==> config.mk <==
export PLATFORM = sky130hd
export DESIGN_NAME = alu_cmd_sequencer
export DESIGN_NICKNAME = d
export VERILOG_FILES = /design/src/rtl/alu_pkg.sv /design/src/rtl/alu_cmd_sequencer_cmd_fifo.sv /design/src/rtl/alu_cmd_sequencer.sv
export SDC_FILE = /design/constraint.sdc
export NUM_CORES = 1
export LEC_CHECK = 0
export CAP_MARGIN = 20
export CELL_PAD_IN_SITES_DETAIL_PLACEMENT = 0
export CELL_PAD_IN_SITES_GLOBAL_PLACEMENT = 2
export CORE_AREA = 8 8 102 104
export CTS_CLUSTER_DIAMETER = 80
export DETAILED_ROUTE_END_ITERATION = 8
export DIE_AREA = 0 0 110 112
export PLACE_DENSITY_LB_ADDON = 0.1
export SETUP_SLACK_MARGIN = 0.4
export SYNTH_ARGS = -nofsm -noshare
export SYNTH_HDL_FRONTEND = slang
export SYNTH_HIERARCHICAL = 1
export SYNTH_SLANG_ARGS = --single-unit
==> constraint.sdc <==
create_clock -name clk -period 2.9 [get_ports clk]
set_input_delay 0.58 -clock clk [delete_from_list [all_inputs] [get_ports clk]]
set_output_delay 0.58 -clock clk [all_outputs]
set_load 0.02 [all_outputs]
==> src/rtl/alu_pkg.sv <==
// Shared widths, opcode map, command payload and FSM states for the ALU command sequencer.
package alu_pkg;

    localparam int unsigned DW  = 4;
    localparam int unsigned OPW = 4;
    localparam int unsigned RW  = 8;
    localparam int unsigned CW  = OPW + 2 * DW;

    localparam logic [OPW-1:0] OP_ADD  = OPW'(0);
    localparam logic [OPW-1:0] OP_SUB  = OPW'(1);
    localparam logic [OPW-1:0] OP_MUL  = OPW'(2);
    localparam logic [OPW-1:0] OP_DIV  = OPW'(3);
    localparam logic [OPW-1:0] OP_MOD  = OPW'(4);
    localparam logic [OPW-1:0] OP_AND  = OPW'(5);
    localparam logic [OPW-1:0] OP_OR   = OPW'(6);
    localparam logic [OPW-1:0] OP_XOR  = OPW'(7);
    localparam logic [OPW-1:0] OP_XNOR = OPW'(8);
    localparam logic [OPW-1:0] OP_NOTA = OPW'(9);
    localparam logic [OPW-1:0] OP_NOTB = OPW'(10);
    localparam logic [OPW-1:0] OP_SHL  = OPW'(11);
    localparam logic [OPW-1:0] OP_SHR  = OPW'(12);
    localparam logic [OPW-1:0] OP_LAST = OP_SHR;

    typedef enum logic [1:0] {
        IDLE = 2'd0,
        EXEC = 2'd1,
        DONE = 2'd2
    } state_t;

    typedef struct packed {
        logic [OPW-1:0] op;
        logic [DW-1:0]  a;
        logic [DW-1:0]  b;
    } cmd_t;

    // A command may reach the ALU only with a defined opcode and a non-zero divisor.
    function automatic logic cmd_legal(cmd_t c);
        logic div_like;
        div_like = (c.op == OP_DIV) || (c.op == OP_MOD);
        return (c.op <= OP_LAST) && !(div_like && (c.b == DW'(0)));
    endfunction

endpackage

==> src/rtl/alu_cmd_sequencer_cmd_fifo.sv <==
// Synchronous FIFO with registered occupancy count; pointers wrap modulo DEPTH.
module cmd_fifo #(
    parameter int unsigned W     = 12,
    parameter int unsigned DEPTH = 4,
    localparam int unsigned AW   = $clog2(DEPTH),
    localparam int unsigned LW   = AW + 1
) (
    input  logic          clk,
    input  logic          rst_n,
    input  logic          push,
    input  logic [W-1:0]  din,
    input  logic          pop,
    output logic [W-1:0]  dout,
    output logic          full,
    output logic          empty,
    output logic [LW-1:0] level
);

    logic [W-1:0]  mem [DEPTH];
    logic [AW-1:0] wr_ptr;
    logic [AW-1:0] rd_ptr;
    logic [LW-1:0] count;
    logic          do_push;
    logic          do_pop;

    assign full    = (count == LW'(DEPTH));
    assign empty   = (count == LW'(0));
    assign level   = count;
    assign dout    = mem[rd_ptr];
    assign do_push = push && !full;
    assign do_pop  = pop && !empty;

    // Storage array, written only on an accepted push.
    always_ff @(posedge clk) begin
        if (do_push) begin
            mem[wr_ptr] <= din;
        end
    end

    // Pointer and occupancy bookkeeping; simultaneous push and pop keeps the count.
    always_ff @(posedge clk or negedge rst_n) begin
        if (!rst_n) begin
            wr_ptr <= '0;
            rd_ptr <= '0;
            count  <= '0;
        end else begin
            if (do_push) begin
                wr_ptr <= wr_ptr + AW'(1);
            end
            if (do_pop) begin
                rd_ptr <= rd_ptr + AW'(1);
            end
            case ({do_push, do_pop})
                2'b10:   count <= count + LW'(1);
                2'b01:   count <= count - LW'(1);
                default: count <= count;
            endcase
        end
    end

endmodule

==> src/rtl/alu_cmd_sequencer.sv <==
// Queues ALU commands, screens illegal ones, drives the external ALU and holds its result.
module alu_cmd_sequencer
    import alu_pkg::*;
#(
    parameter int unsigned DEPTH = 4,
    localparam int unsigned LW   = $clog2(DEPTH) + 1
) (
    input  logic           clk,
    input  logic           rst_n,
    input  logic           cmd_valid,
    output logic           cmd_ready,
    input  logic [OPW-1:0] cmd_op,
    input  logic [DW-1:0]  cmd_a,
    input  logic [DW-1:0]  cmd_b,
    output logic [DW-1:0]  alu_a,
    output logic [DW-1:0]  alu_b,
    output logic [OPW-1:0] alu_op,
    input  logic [RW-1:0]  alu_out,
    output logic           res_valid,
    input  logic           res_ready,
    output logic [RW-1:0]  res_data,
    output logic           res_err,
    output logic [LW-1:0]  fifo_level
);

    state_t        state_q;
    state_t        state_d;
    cmd_t          cmd_in;
    cmd_t          head;
    logic [CW-1:0] head_raw;
    logic          fifo_full;
    logic          fifo_empty;
    logic          push;
    logic          pop;
    logic          dispatch;
    logic          load_alu;
    logic          cap_alu;
    logic          set_err;
    logic          clr_valid;

    assign cmd_in    = '{op: cmd_op, a: cmd_a, b: cmd_b};
    assign head      = cmd_t'(head_raw);
    assign cmd_ready = !fifo_full;
    assign push      = cmd_valid && !fifo_full;

    cmd_fifo #(
        .W     (CW),
        .DEPTH (DEPTH)
    ) u_fifo (
        .clk   (clk),
        .rst_n (rst_n),
        .push  (push),
        .din   (CW'(cmd_in)),
        .pop   (pop),
        .dout  (head_raw),
        .full  (fifo_full),
        .empty (fifo_empty),
        .level (fifo_level)
    );

    // FSM state register.
    always_ff @(posedge clk or negedge rst_n) begin
        if (!rst_n) begin
            state_q <= IDLE;
        end else begin
            state_q <= state_d;
        end
    end

    // Next state and datapath controls; a pop from IDLE or a completed DONE dispatches the head.
    always_comb begin
        state_d   = state_q;
        dispatch  = 1'b0;
        pop       = 1'b0;
        load_alu  = 1'b0;
        cap_alu   = 1'b0;
        set_err   = 1'b0;
        clr_valid = 1'b0;
        case (state_q)
            IDLE: begin
                dispatch = !fifo_empty;
            end
            EXEC: begin
                cap_alu = 1'b1;
                state_d = DONE;
            end
            DONE: begin
                if (res_ready) begin
                    if (!fifo_empty) begin
                        dispatch = 1'b1;
                    end else begin
                        clr_valid = 1'b1;
                        state_d   = IDLE;
                    end
                end
            end
            default: begin
                state_d = IDLE;
            end
        endcase
        if (dispatch) begin
            pop = 1'b1;
            if (cmd_legal(head)) begin
                load_alu  = 1'b1;
                clr_valid = 1'b1;
                state_d   = EXEC;
            end else begin
                set_err = 1'b1;
                state_d = DONE;
            end
        end
    end

    // ALU operand registers change only when a legal command is issued.
    always_ff @(posedge clk or negedge rst_n) begin
        if (!rst_n) begin
            alu_a  <= '0;
            alu_b  <= '0;
            alu_op <= '0;
        end else if (load_alu) begin
            alu_a  <= head.a;
            alu_b  <= head.b;
            alu_op <= head.op;
        end
    end

    // Result register: ALU capture, rejection record, or release after handshake.
    always_ff @(posedge clk or negedge rst_n) begin
        if (!rst_n) begin
            res_valid <= 1'b0;
            res_data  <= '0;
            res_err   <= 1'b0;
        end else if (cap_alu) begin
            res_valid <= 1'b1;
            res_data  <= alu_out;
            res_err   <= 1'b0;
        end else if (set_err) begin
            res_valid <= 1'b1;
            res_data  <= '0;
            res_err   <= 1'b1;
        end else if (clr_valid) begin
            res_valid <= 1'b0;
        end
    end

endmodule

Word-level counts from Yosys, hierarchy flattened
Memory sizes are Yosys's and may differ from the RTL's. Index checks and enable logic that the tools add are counted. Widths: inputs -> output; s select.

Equality and inequality tests: 10. Reduce and logical (&&, ||, !) cells: 16. $add $sub $neg: 4. $lt $le $gt $ge: 1. Multiplexer cells: 29.

Operators with widths (number): $mux 1 (20); $mux 8 (2); $mux 2 (4); $ne 3x3->1 const B (2); $pmux 2 s3 (1); $pmux 3 s2 (1); $logic_and 1x1->1 (5); $add 2x1->2 const B (2); $eq 2x1->1 const B (2); $eq 2x2->1 const B (2); $eq 4x2->1 const B (1); $eq 4x3->1 const B (1); $le 4x4->1 const B (1); $logic_not 4->1 (1); $reduce_bool 2->1 (2); $add 3x1->3 const B (1); $eq 3x3->1 const B (1); $logic_not 1->1 (3); $logic_not 3->1 (1); $reduce_and 3->1 (1); $reduce_bool 3->1 (1); $sub 3x1->3 const B (1); $logic_not 2->1 (1); $ne 2x2->1 const B (1); 2 further kinds (2).

Logic and storage cells: 71. Memories kept: 1. Memory bits (writable): 48. Flip-flop bits (word level): 31. Output and inout port bits: 26. Input port bits: 24.

Memory list: u_fifo.mem (words 4, width 12, read ports 1, clocked after memory_dff 0, wr ports 1, line alu_cmd_sequencer_cmd_fifo.sv:19) `logic [W-1:0] mem [DEPTH];`.

Longest topological paths before layout
An unclocked memory read counts as a cell.

Depth after elaboration: 11. Gate-level depth with buffers: 10. Mapped depth without buffers: 10.

Cells and area by module
Netlist, hierarchy kept.

By module, submodules not included: cmd_fifo (cells each 100, area each 2188.3 um^2, instances 1, sequential area each 1616.6 um^2); alu_cmd_sequencer (cells each 97, area each 1172.4 um^2, instances 1, sequential area each 600.6 um^2).

Least setup slack after synthesis
OpenSTA, ideal clock, no wires.

Path type: reg-to-reg. Start point: reg u_fifo.rd_ptr[0]. End point: reg alu_a[0]. Data arrival time: 2.131 ns. Required time: 2.775 ns. Clock period less this slack: 2.256 ns. Path buffers: 1. Setup slack: 0.644 ns. Setup time: 0.125 ns. Cell stages (with the launch flop): 8. Cell sequence: dfrtp_1 -> buf_6 -> mux4_1 -> o211a_1 -> nor4_4 -> nand2_2 -> inv_2 -> mux2_2.

RTL lines: start, declared (line alu_cmd_sequencer_cmd_fifo.sv:21) `logic [AW-1:0] rd_ptr;`; start signal, assigned (line alu_cmd_sequencer_cmd_fifo.sv:51) `rd_ptr <= rd_ptr + AW'(1);`; end signal, assigned (line alu_cmd_sequencer.sv:121) `alu_a <= head.a;`; end, declared (line alu_cmd_sequencer.sv:15) `output logic [DW-1:0] alu_a,`.

==> flow_summary.ini <==
[status]
status = complete, no violations

[setup_path]
arrival_ns = 2.60
reg2reg_slack_ns = 0.52
worstRegToRegCells = 7
crit_type = flip-flop to flip-flop
required_ns = 3.12
critPathCaptureType = flip-flop
worst-path-max-fanout = 8
cp-start-kind = flip-flop
r2r-start = u_fifo/rd_ptr[0]
timing.rr.end = alu_a[2]

[die]
core_area_sq_um = 8890
chipWidth_um = 110
die_area_sq_um = 12320
ios = 50
rows = 35
dieHeight_um = 112
initial_core_util_pct = 37.80

[power]
leakagePower_nw = 1.657
power_per_cell_area_nw_per_um2 = 1175
irDropWorstVdd_mv = 0.4392

[worst_hold_path]
whs_endpoint = alu_b[0]
worst_hold_path_type = flip-flop to flip-flop
hp-start = alu_b[0]
hold_depth = 1

[detailed_routing]
route.detailed.drc = 0
drtPass1Iterations = 4
ant_nets = 0
wl_um = 6596
wire_per_inst_um = 17.18
routed_via_density = 4.826
drt_iter0_drc = 62
dr_total_vias = 1853

[clock_tree]
numCtsBuffers = 9
htreeDepth = 3
insertion_delay_ns = 0.34
cts_tree = built
cts_hold_buf = 0
numClockSinks = 79
clk_path_buf_depth = 2
cts-root-buf = clkbuf_8
clk_pin_slew_worst_paths_ns = 0.08

[layout]
final_nets = 298
final_cells = 384
fillCellCount = 790
drive_gt1_share_pct = 28.57
synthToLayoutAreaGrowth_pct = 27.62
diodes = 0

[logic_synthesis]
synth_edf_count = 48
ys_seq_area_share_pct = 65.97
yosys_register_bits = 79
ys_top_cells_by_count = 48 x edfxtp_1, 31 x dfrtp_1, 17 x inv_1, 17 x mux2_2
syn-cell-area_sq_um = 3361
synth_top_area_share_pct = 42.89
synth_ff_type = edfxtp_1
yosys_warnings = 6
synth.most_common_cell = edfxtp_1
netlist_instances = 197
async_flop_share_pct = 39.24
synth_nets = 227
syn_avg_cell_area_sq_um = 17.06
ys_types = 40
yosys.area.top_type = edfxtp_1
yosys-top-cells-area = edfxtp_1 43%, dfrtp_1 23%, mux2_2 5.7%, mux4_2 5.4%, mux4_1 3.1%

[sta]
worst_pin_slew_ns = 0.5735
final_max_slew_viol_count = 0
fin_crit_sh_pct = 81.99
min_period_ns = 2.378
layout_setup_ws_ns = 0.5224
max-slew-margin-rel_pct = 61.47
rsz0062_at_grt = false
setup_violations = 0
skew_ns = 0.008446
tns_ns = 0
fmax_mhz = 420.6
hold_viol = 0

[run]
cap_violations = 0

[placed_design]
io_buffers = 49
dp_cells = 367
pre_cts_ws_ns = 0.1467
place_congestion = 0.7372
hpwl_um = 4646

[grt]
overflow = 0
grt_pass1_vias = 2035
grt_pass1_wl_um = 10630
grt_use_total_pct = 11.42
antenna_found_initial = 0
grt_max_degree = 32
-- placed cells by master (no fill, tap or decap), drive strengths merged, types with 8 or more instances in the layout --
| master | Yosys | layout |
|---|---|---|
| dfrtp | 31 | 31 |
| edfxtp | 48 | 48 |
| mux4 | 12 | 12 |
| clkbuf | 2 | 10 |
| mux2 | 18 | 18 |
| clkdlybuf4s50 | 0 | 49 |
| buf | 4 | 17 |
| a22oi | 8 | 8 |
| inv | 18 | 18 |
| o21ai | 10 | 10 |
-- area by class of cell --
cell class / count / area [sq um] / share of cell area (%)
clock buffers: 10 / 127.6 / 2.975
flip-flops and latches: 79 / 2218 / 51.72
clock inverters: 6 / 86.33 / 2.013
inverters: 18 / 67.56 / 1.575
repair buffers: 66 / 619.3 / 14.44
well taps: 111 / 138.9 / 3.238
multi-input cells: 94 / 1031 / 24.04
-- per-layer routing --
metal	routed length (um)	up-vias	track usage [%]
met3	330	8	3.408
met5	0	-	0
met2	3370	34	18.43
met1	2812	928	13.94
li1	-	883	-
met4	83	0	4.144
-- per-stage QoR --
step	power (W)	instance area [sq um]	utilization, %	hold WS, ns
CTS	0.005093	4273	48.06	0.5122
detailed placement	0.004187	4055	45.62	0.4928
floorplan	0.003356	3361	-	0.2844
finish	0.005039	4289	48.25	0.5091
global route	0.005384	4289	48.25	0.5375
global placement	0.004181	4055	45.62	0.4890
-- state kept, by name, summed over array words and instances (netlist names) --
signal and count:
res_valid 1, u_fifo/mem 48, alu_op 4, alu_a 4
u_fifo/level 3, u_fifo/rd_ptr 2, alu_b 4, res_data 8
res_err 1, state_q 2, u_fifo/wr_ptr 2
-- what timing repair did --
action / CTS / global route
buffers inserted: 0 / 0
gates resized for setup: 2 / 6
pin swaps: 0 / 0
hold endpoints to repair: 0 / 0
endpoints found under the setup margin: 17 / 11
-- kinds of logic (layout without fill, tap and decap cells) --
group	count (synthesis)	after routing	synth area share, %
flip-flops	79	79	65.97
AO/OA/AOI/OAI	28	28	6.702
adder cells (fa/ha/maj)	6	6	2.457
multiplexers	31	31	14.93
buffers and inverters	24	100	3.648
XOR/XNOR	6	6	1.564
AND/OR/NAND/NOR	23	23	4.728
-- where the power goes --
part           internal, W  switching, W  total [W]
Combinational      0.00119       0.00115    0.00234
Clock             0.000484      0.000390   0.000874
Sequential         0.00159      0.000229    0.00182
-- worst max-delay path by stage --
stage | from | end | slack, ns | depth (start not counted)
after floorplan | u_fifo/rd_ptr[0] | alu_a[0] | 0.64 | 7
after global placement | res_ready | u_fifo/level[2] | 0.21 | 10
after detailed placement | res_ready | u_fifo/level[2] | 0.15 | 10
after CTS | u_fifo/rd_ptr[0] | alu_a[2] | 0.45 | 7
after global routing | u_fifo/rd_ptr[0] | alu_a[2] | 0.40 | 7
final | u_fifo/rd_ptr[0] | alu_a[2] | 0.52 | 7
-- worst max-delay path: stages, from the launching register on --
cell and delay, ns:
dfrtp_2 0.48, buf_6 0.19, mux4_2 0.57, o211a_1 0.21, nor4_4 0.20, nand2_2 0.10
inv_2 0.14, mux2_2 0.35
(Power assumes the default switching activity.)
